### src/rtl/discrete_audio_pkg.sv
// rtl/discrete_audio_pkg.sv - shared types, widths and saturation helper for the discrete audio chain
package discrete_audio_pkg;

    typedef logic signed [15:0] sample_t;
    typedef logic signed [31:0] acc_t;

    localparam int ALPHA_W = 16;

    typedef enum logic [1:0] {
        ST_IDLE,
        ST_MUL,
        ST_UPDATE,
        ST_DONE
    } lp_state_t;

    function automatic sample_t sat16(input logic signed [16:0] v);
        if (v > 17'sd32767) begin
            return 16'sh7FFF;
        end else if (v < -17'sd32768) begin
            return 16'sh8000;
        end else begin
            return v[15:0];
        end
    endfunction

endpackage

### src/rtl/serial_shift_add_multiplier.sv
// rtl/serial_shift_add_multiplier.sv - 17x16 signed-by-unsigned shift-add multiplier, one multiplier bit per clock
module serial_shift_add_multiplier
    import discrete_audio_pkg::*;
(
    input  logic                      clk,
    input  logic                      reset,
    input  logic                      start,
    input  logic signed [16:0]        multiplicand,
    input  logic        [ALPHA_W-1:0] multiplier,
    output logic signed [32:0]        product,
    output logic                      done
);

    localparam logic [3:0] LAST_IDX = 4'(ALPHA_W - 1);

    logic signed [32:0]  addend;
    logic [ALPHA_W-1:0]  bits;
    logic [3:0]          idx;
    logic                running;

    // done is combinational so the caller sees it during the last iteration,
    // and product is final on the following cycle.
    assign done = running && (idx == LAST_IDX);

    always_ff @(posedge clk) begin
        if (reset) begin
            product <= '0;
            addend  <= '0;
            bits    <= '0;
            idx     <= '0;
            running <= 1'b0;
        end else if (start) begin
            product <= '0;
            addend  <= {{16{multiplicand[16]}}, multiplicand};
            bits    <= multiplier;
            idx     <= '0;
            running <= 1'b1;
        end else if (running) begin
            if (bits[0]) begin
                product <= product + addend;
            end
            addend <= addend <<< 1;
            bits   <= bits >> 1;
            idx    <= idx + 4'd1;
            if (idx == LAST_IDX) begin
                running <= 1'b0;
            end
        end
    end

endmodule

### src/rtl/rc_lowpass_filter.sv
// rtl/rc_lowpass_filter.sv - first-order RC low-pass y += alpha*(x-y), optional high-pass tap via RC_FILTER_HIGHPASS_EN
module rc_lowpass_filter
    import discrete_audio_pkg::*;
#(
    parameter int unsigned ALPHA = 7581
) (
    input  logic    clk,
    input  logic    reset,
    input  logic    audio_clk_en,
    input  sample_t in,
    output sample_t out,
    output logic    out_valid,
    output logic    busy,
    output logic    overrun
`ifdef RC_FILTER_HIGHPASS_EN
    ,
    output sample_t out_hp
`endif
);

    localparam logic [ALPHA_W-1:0] ALPHA_Q = ALPHA_W'(ALPHA);

    lp_state_t          state;
    acc_t               y_acc;
    logic               accept;
    logic signed [16:0] diff;
    logic signed [32:0] product;
    logic               mul_done;
    logic signed [33:0] sum_wide;
    acc_t               sum_sat;

    assign accept = (state == ST_IDLE) && audio_clk_en;
    assign diff   = {in[15], in} - {out[15], out};

    // The multiplier latches diff on the accepting edge, so it acts as the diff register.
    serial_shift_add_multiplier u_mul (
        .clk          (clk),
        .reset        (reset),
        .start        (accept),
        .multiplicand (diff),
        .multiplier   (ALPHA_Q),
        .product      (product),
        .done         (mul_done)
    );

    assign sum_wide = {{2{y_acc[31]}}, y_acc} + {product[32], product};

    always_comb begin
        sum_sat = sum_wide[31:0];
        if (sum_wide > 34'sh0_7FFF_FFFF) begin
            sum_sat = 32'sh7FFF_FFFF;
        end else if (sum_wide < -34'sh0_8000_0000) begin
            sum_sat = 32'sh8000_0000;
        end
    end

`ifdef RC_FILTER_HIGHPASS_EN
    sample_t x_reg;
`endif

    always_ff @(posedge clk) begin
        if (reset) begin
            state     <= ST_IDLE;
            y_acc     <= '0;
            out       <= '0;
            out_valid <= 1'b0;
            busy      <= 1'b0;
            overrun   <= 1'b0;
`ifdef RC_FILTER_HIGHPASS_EN
            x_reg     <= '0;
            out_hp    <= '0;
`endif
        end else begin
            out_valid <= 1'b0;
            case (state)
                ST_IDLE: begin
                    if (audio_clk_en) begin
                        state <= ST_MUL;
                        busy  <= 1'b1;
`ifdef RC_FILTER_HIGHPASS_EN
                        x_reg <= in;
`endif
                    end
                end
                ST_MUL: begin
                    if (audio_clk_en) overrun <= 1'b1;
                    if (mul_done) state <= ST_UPDATE;
                end
                ST_UPDATE: begin
                    if (audio_clk_en) overrun <= 1'b1;
                    y_acc     <= sum_sat;
                    out       <= sum_sat[31:16];
                    out_valid <= 1'b1;
                    busy      <= 1'b0;
                    state     <= ST_DONE;
`ifdef RC_FILTER_HIGHPASS_EN
                    out_hp    <= sat16({x_reg[15], x_reg} - {sum_sat[31], sum_sat[31:16]});
`endif
                end
                // One dead cycle on the way back so strobes are at least 19 clocks apart.
                ST_DONE: state <= ST_IDLE;
                default: state <= ST_IDLE;
            endcase
        end
    end

endmodule

### config.mk
export PLATFORM = sky130hd
export DESIGN_NAME = rc_lowpass_filter
export DESIGN_NICKNAME = d
export VERILOG_FILES = /design/src/rtl/discrete_audio_pkg.sv /design/src/rtl/serial_shift_add_multiplier.sv /design/src/rtl/rc_lowpass_filter.sv
export SDC_FILE = /design/constraint.sdc
export NUM_CORES = 1
export LEC_CHECK = 0
export CORE_MARGIN = 2
export CORE_UTILIZATION = 55
export CTS_CLUSTER_DIAMETER = 150
export DETAILED_ROUTE_END_ITERATION = 10
export HOLD_SLACK_MARGIN = 0.02
export PLACE_DENSITY_LB_ADDON = 0.25
export SETUP_SLACK_MARGIN = 0.2
export SYNTH_ARGS = -nofsm -noshare
export SYNTH_HDL_FRONTEND = slang
export SYNTH_SLANG_ARGS = --single-unit
### constraint.sdc
create_clock -name clk -period 9.35 [get_ports clk]
set_input_delay 2.3375 -clock clk [delete_from_list [all_inputs] [get_ports clk]]
set_output_delay 2.3375 -clock clk [all_outputs]
set_load 0.02 [all_outputs]
# ---- Word-level counts from Yosys, hierarchy flattened
# Index checks and enable logic that the tools add are counted.
dict set report classes {
  addsub 4
  n_lt_le_gt_ge 2
  n_eq_ne 6
  n_mux 15
  reduce_logical 11
}
# cell n
set op_table {}
lappend op_table {{2-to-1 mux 33 bit} 2}
lappend op_table {{2-to-1 mux 32 bit} 2}
lappend op_table {{adder 32 x 33 -> 34 bit} 1}
lappend op_table {{> comparator 34 x 32 -> 1 bit (second input constant)} 1}
lappend op_table {{less-than comparator 34 x 32 -> 1 bit (second input constant)} 1}
lappend op_table {{adder 33 bit} 1}
lappend op_table {{2-to-1 mux 13 bit} 2}
lappend op_table {{subtractor 16 x 16 -> 17 bit} 1}
lappend op_table {{one-hot mux 2 bit (4 select lines)} 1}
lappend op_table {{AND reduction 2 bit} 4}
lappend op_table {{2-to-1 mux 1 bit} 5}
lappend op_table {{adder 4 x 1 -> 4 bit (second input constant)} 1}
lappend op_table {{== test 2 bit (second input constant)} 2}
lappend op_table {{== test 4 bit (second input constant)} 1}
lappend op_table {{2-to-1 mux 2 bit} 2}
lappend op_table {{!= test 2 bit (second input constant)} 2}
lappend op_table {{nonzero test 2 bit} 2}
lappend op_table {{OR reduction 2 bit} 2}
lappend op_table {{== test 2 x 1 -> 1 bit (second input constant)} 1}
lappend op_table {{logical AND 1 bit} 2}
lappend op_table {{logical NOT 2 bit} 1}
lappend op_table {{one-hot mux 1 bit (2 select lines)} 1}
dict set report totals {
  register_bits 137
  output_inout_bits 19
  elab_cells 50
}

# ---- Logic depth before layout (Yosys ltp)
dict set report depth {
  depth_word 4
  mapped_depth 16
}

# ---- Cells and area by module
# Synthesis repeated with hierarchy kept, for this count alone.
dict set report hier_totals {
  cells_unflattened 1137
  area_unflattened_um2 9157.5
}
# module instances cells_each area_each_um2 seq_area_each_um2
set by_module_without_submodules {}
lappend by_module_without_submodules {serial_shift_add_multiplier 1 645 5165.0 1741.7}
lappend by_module_without_submodules {rc_lowpass_filter 1 492 3992.6 740.7}

# ---- Worst setup path after synthesis
# Ideal clock, no wire load.
dict set report synth_timing {
  path_kind {input to register}
  from {input in[0]}
  to {register u_mul.addend[22]}
  setup_ns 0.133
  arrival_ns 5.114
  required_ns 9.217
  setup_slack_ns 4.104
  path_stages 16
  n_path_buf 2
  path_cell_list {inv_1 ha_1 fa_1 nor2b_1 o21ai_0 a21boi_0 o21ai_0 a21boi_0 o2111ai_1 a31oi_1 a31oi_1 o211ai_1 a31o_2 clkbuf_1 clkbuf_1 a21oi_1}
}
dict set report synth_between {
  elab_chain_cells 2
}
# item line_no
set synth_lines {}
lappend synth_lines {{start, declared} rc_lowpass_filter.sv:10} ;# input sample_t in,
lappend synth_lines {{subtractor 16 x 16 -> 17 bit} rc_lowpass_filter.sv:33} ;# assign diff = {in[15], in} - {out[15], out};
lappend synth_lines {{2-to-1 mux 33 bit} serial_shift_add_multiplier.sv:32} ;# end else if (start) begin
lappend synth_lines {{end signal, assigned} serial_shift_add_multiplier.sv:34} ;# addend <= {{16{multiplicand[16]}}, multiplicand};
lappend synth_lines {{end signal, assigned} serial_shift_add_multiplier.sv:42} ;# addend <= addend <<< 1;
lappend synth_lines {{end, declared} serial_shift_add_multiplier.sv:16} ;# logic signed [32:0] addend;
# Every way passes these cells.
# A chain may end at the register's enable or synchronous reset.

# ---- Worst setup path in the final report
dict set report layout_timing {
  from {input in[0]}
  to {register u_mul.addend[27]}
}
# Same word-level chain as after synthesis.

==> metrics.cfg <==
[outcome]
status = completed

[sta]
max_freq_ghz = 0.180
period_share = 0.593
rsz0062_at_grt = false
hold_viol_final = 0
max_slew_margin = 0.260
worst_hold_slack_ps = 485
slew_viol_final = 0
tightest_slew_ps = 1110
finalSetupViolCount = 0
fin_setup_tns_ps = 0
skew_ps = 7.02
fin_ws_ps = 3800
min_period_ps = 5550

[die]
die_h_um = 128
die-area_mm2 = 0.0164
fp.dieW_um = 128
io_pins = 38
initial_core_util = 0.561
core_area_mm2 = 0.0151
rows = 45

[pwr]
power.switching_uw = 973
power_density_mw_per_mm2 = 271
peakVddDrop_uv = 168
cellLeakagePower_nw = 3.82
comb_power_share = 0.410
internal_power_mw = 1.61
sw_frac_of_total = 0.377
clkPwrFrac = 0.292
p_seq_frac = 0.297
p_total_mw = 2.58

[placement]
place_ws_ps = 3450
dp_hpwl_um = 14900
gp_congestion = 0.921
port_buffers = 37

[setup_path]
critPathSlowestCell = clkdlybuf4s50_1
path_buf_inv = 2
r2r_start = u_mul.product[0]$_SDFFE_PP0P_
required_ps = 9620
cpLargestDelayFamily = compound AO/OA/AOI/OAI gates
crit_fanout = 17
cpPeakStageDelay_ps = 450
regToRegSetupSlack_ps = 5070
reg2reg_depth = 15
r2r_end = out[2]$_SDFFE_PP0P_
crit_path_end_kind = register
critPathArrivalTime_ps = 5820
crit_type = in2reg
worstPathCellList = clkdlybuf4s50_1 -> inv_1 -> ha_1 -> fa_1 -> nor2b_1 -> o21ai_0 -> a21boi_0 -> o21ai_0 -> a21boi_0 -> o2111ai_1 -> a31oi_1 -> a31oi_1 -> o211ai_1 -> a31o_2 -> a21oi_1
cp-start-kind = input port

[logic_synthesis]
synth_cell_types = 60
netlist_instances = 1045
synth_warnings = 0
yosys-top-cells-count = 123 x a21oi_1, 121 x dfxtp_1, 113 x nor2_1
synth-seq-cells = 121
ys.flop_type = dfxtp_1
syn_nets = 1152
yosys.area.top_type = dfxtp_1
yosys.area.top_type_share = 0.286
synth_edf_count = 0
seq_area_frac_synth = 0.286
netlist_top_cells_area = dfxtp_1 29%, ha_1 13%, a21oi_1 7.3%
syn_area_mm2 = 0.00846
async_flop_share = 0
avgSynthCellArea_um2 = 8.10
synth.most_common_cell = a21oi_1

[hold_path]
min_path_type = reg2reg
hold_depth = 2
holdPathEnd = busy$_SDFFE_PP0P_
worstHoldStart = busy$_SDFFE_PP0P_

[cts]
cts.sink_count = 121
cts_made_buffers = 17
root_buffer = clkbuf_16
cts_hold_buf = 0
ctsResizeCount = 0
path_clk_slew_ps = 60
tritoncts = done
clockBufferDepth = 2
htree_levels = 4
clock_latency_ps = 420
cts_setup_buffers = 0

[drt]
drtAntennaViolNets = 0
drt_iter0_drc = 453
remaining_drc_errors = 0
via_per_inst = 6.04
wl_per_cell_um = 17.2
num_vias = 7548
drt_wl_total_um = 21500
firstDrtPassIters = 5

[global_routing]
grt_max_degree = 81
grt_antenna_before_repair = 0
overflow = 0
grt_first_pass_wirelength_um = 34900
grt_use_total = 0.269
first_global_vias = 7039

[final_layout]
area_growth_pct = 12.3
final_util = 0.630
nets = 1157
drive_above_1_share = 0.0537
antennaDiodeCount = 0

[flow_run]
max_cap_viol_count = 0

worst min-delay path, cell delays in order, from the launching register on:
cell and delay, ps:
dfxtp_1 310, o21ai_0 70, a21oi_1 60
logic make-up (layout without fill, tap and decap cells):
| group | after synthesis | count (layout) | share of synthesized area |
|---|---|---|---|
| flops | 121 | 121 | 0.286 |
| buf+inv | 104 | 121 | 0.0552 |
| xor+xnor | 61 | 61 | 0.0631 |
| fa+ha+maj | 88 | 88 | 0.133 |
| compound gates | 303 | 303 | 0.234 |
| simple gates | 324 | 324 | 0.177 |
| mux | 44 | 44 | 0.0521 |
final cells by class:
cell class | count | area, um2
inverter | 44 | 165
fill | 1341 | 5590
sequential | 121 | 2420
tap | 188 | 235
multi-input combinational | 820 | 5570
clock buffer | 19 | 453
timing repair buffer | 46 | 433
clock inverter | 12 | 221
layer usage:
| metal | up-vias | global-route usage | wire, um |
|---|---|---|---|
| met4 | 0 | 0.0924 | 558 |
| met5 | - | 0 | 0 |
| li1 | 3786 | - | - |
| met2 | 203 | 0.454 | 10200 |
| met1 | 3524 | 0.346 | 9600 |
| met3 | 35 | 0.0518 | 1120 |
flip-flops by register name (all words and copies together), names as in the netlist:
signal / count
state: 2
u_mul.running: 1
overrun: 1
u_mul.idx: 4
out_valid: 1
u_mul.addend: 33
u_mul.bits: 13
out: 16
u_mul.product: 33
y_acc: 16
busy: 1
metrics by stage:
step / std cells / instance area [um2]
2_1_floorplan: 1045 / 8460
3_3_place_gp: 1219 / 8830
3_5_place_dp: 1219 / 8830
4_1_cts: 1250 / 9500
5_1_grt: 1250 / 9500
6_report: 1250 / 9500
power by group through the flow:
| stage | registers, mW | clock network (mW) | logic, mW |
|---|---|---|---|
| after global placement | 0.772 | 0 | 1.03 |
| after floorplan | 0.734 | 0 | 0.848 |
| after detailed placement | 0.774 | 0 | 1.04 |
| after CTS | 0.766 | 0.761 | 1.06 |
| final | 0.767 | 0.754 | 1.06 |
| after global routing | 0.781 | 0.784 | 1.18 |
cell usage in the layout, fill, tap and decap left out, types with 5 or more instances in the layout:
| cell | Yosys | routed |
|---|---|---|
| a211oi_1 | 24 | 24 |
| a21boi_0 | 5 | 5 |
| a21o_1 | 17 | 17 |
| a21oi_1 | 123 | 123 |
| a221oi_1 | 10 | 10 |
| a31oi_1 | 11 | 11 |
| and2_1 | 8 | 8 |
| and3_1 | 7 | 7 |
| buf_4 | 20 | 9 |
| bufinv_16 | 0 | 6 |
| clkbuf_16 | 0 | 17 |
| clkdlybuf4s50_1 | 0 | 36 |
| dfxtp_1 | 121 | 120 |
| ha_1 | 85 | 85 |
| inv_1 | 44 | 44 |
| mux2i_1 | 44 | 44 |
| nand2_1 | 82 | 82 |
| nand2b_1 | 11 | 11 |
| nand3_1 | 31 | 31 |
| nand4_1 | 10 | 10 |
| nor2_1 | 113 | 113 |
| nor2b_1 | 10 | 10 |
| nor3_1 | 17 | 17 |
| o211ai_1 | 7 | 7 |
| o21a_1 | 12 | 12 |
| o21ai_0 | 37 | 37 |
| o21bai_1 | 5 | 5 |
| o31a_1 | 5 | 5 |
| o32ai_1 | 14 | 14 |
| or2_2 | 5 | 5 |
| or3_1 | 19 | 19 |
| xnor2_1 | 50 | 50 |
| xor2_1 | 11 | 11 |
worst max-delay path by stage:
stage | from | to | depth (start not counted)
6_report | in[0] | u_mul.addend[27]$_SDFFE_PP0P_ | 15
3_5_place_dp | in[0] | u_mul.addend[29]$_SDFFE_PP0P_ | 15
2_1_floorplan | in[0] | u_mul.addend[22]$_SDFFE_PP0P_ | 16
5_1_grt | in[0] | u_mul.addend[20]$_SDFFE_PP0P_ | 15
4_1_cts | in[0] | u_mul.addend[27]$_SDFFE_PP0P_ | 15
3_3_place_gp | in[0] | u_mul.addend[30]$_SDFFE_PP0P_ | 15
Power figures use the tool's default switching activity.
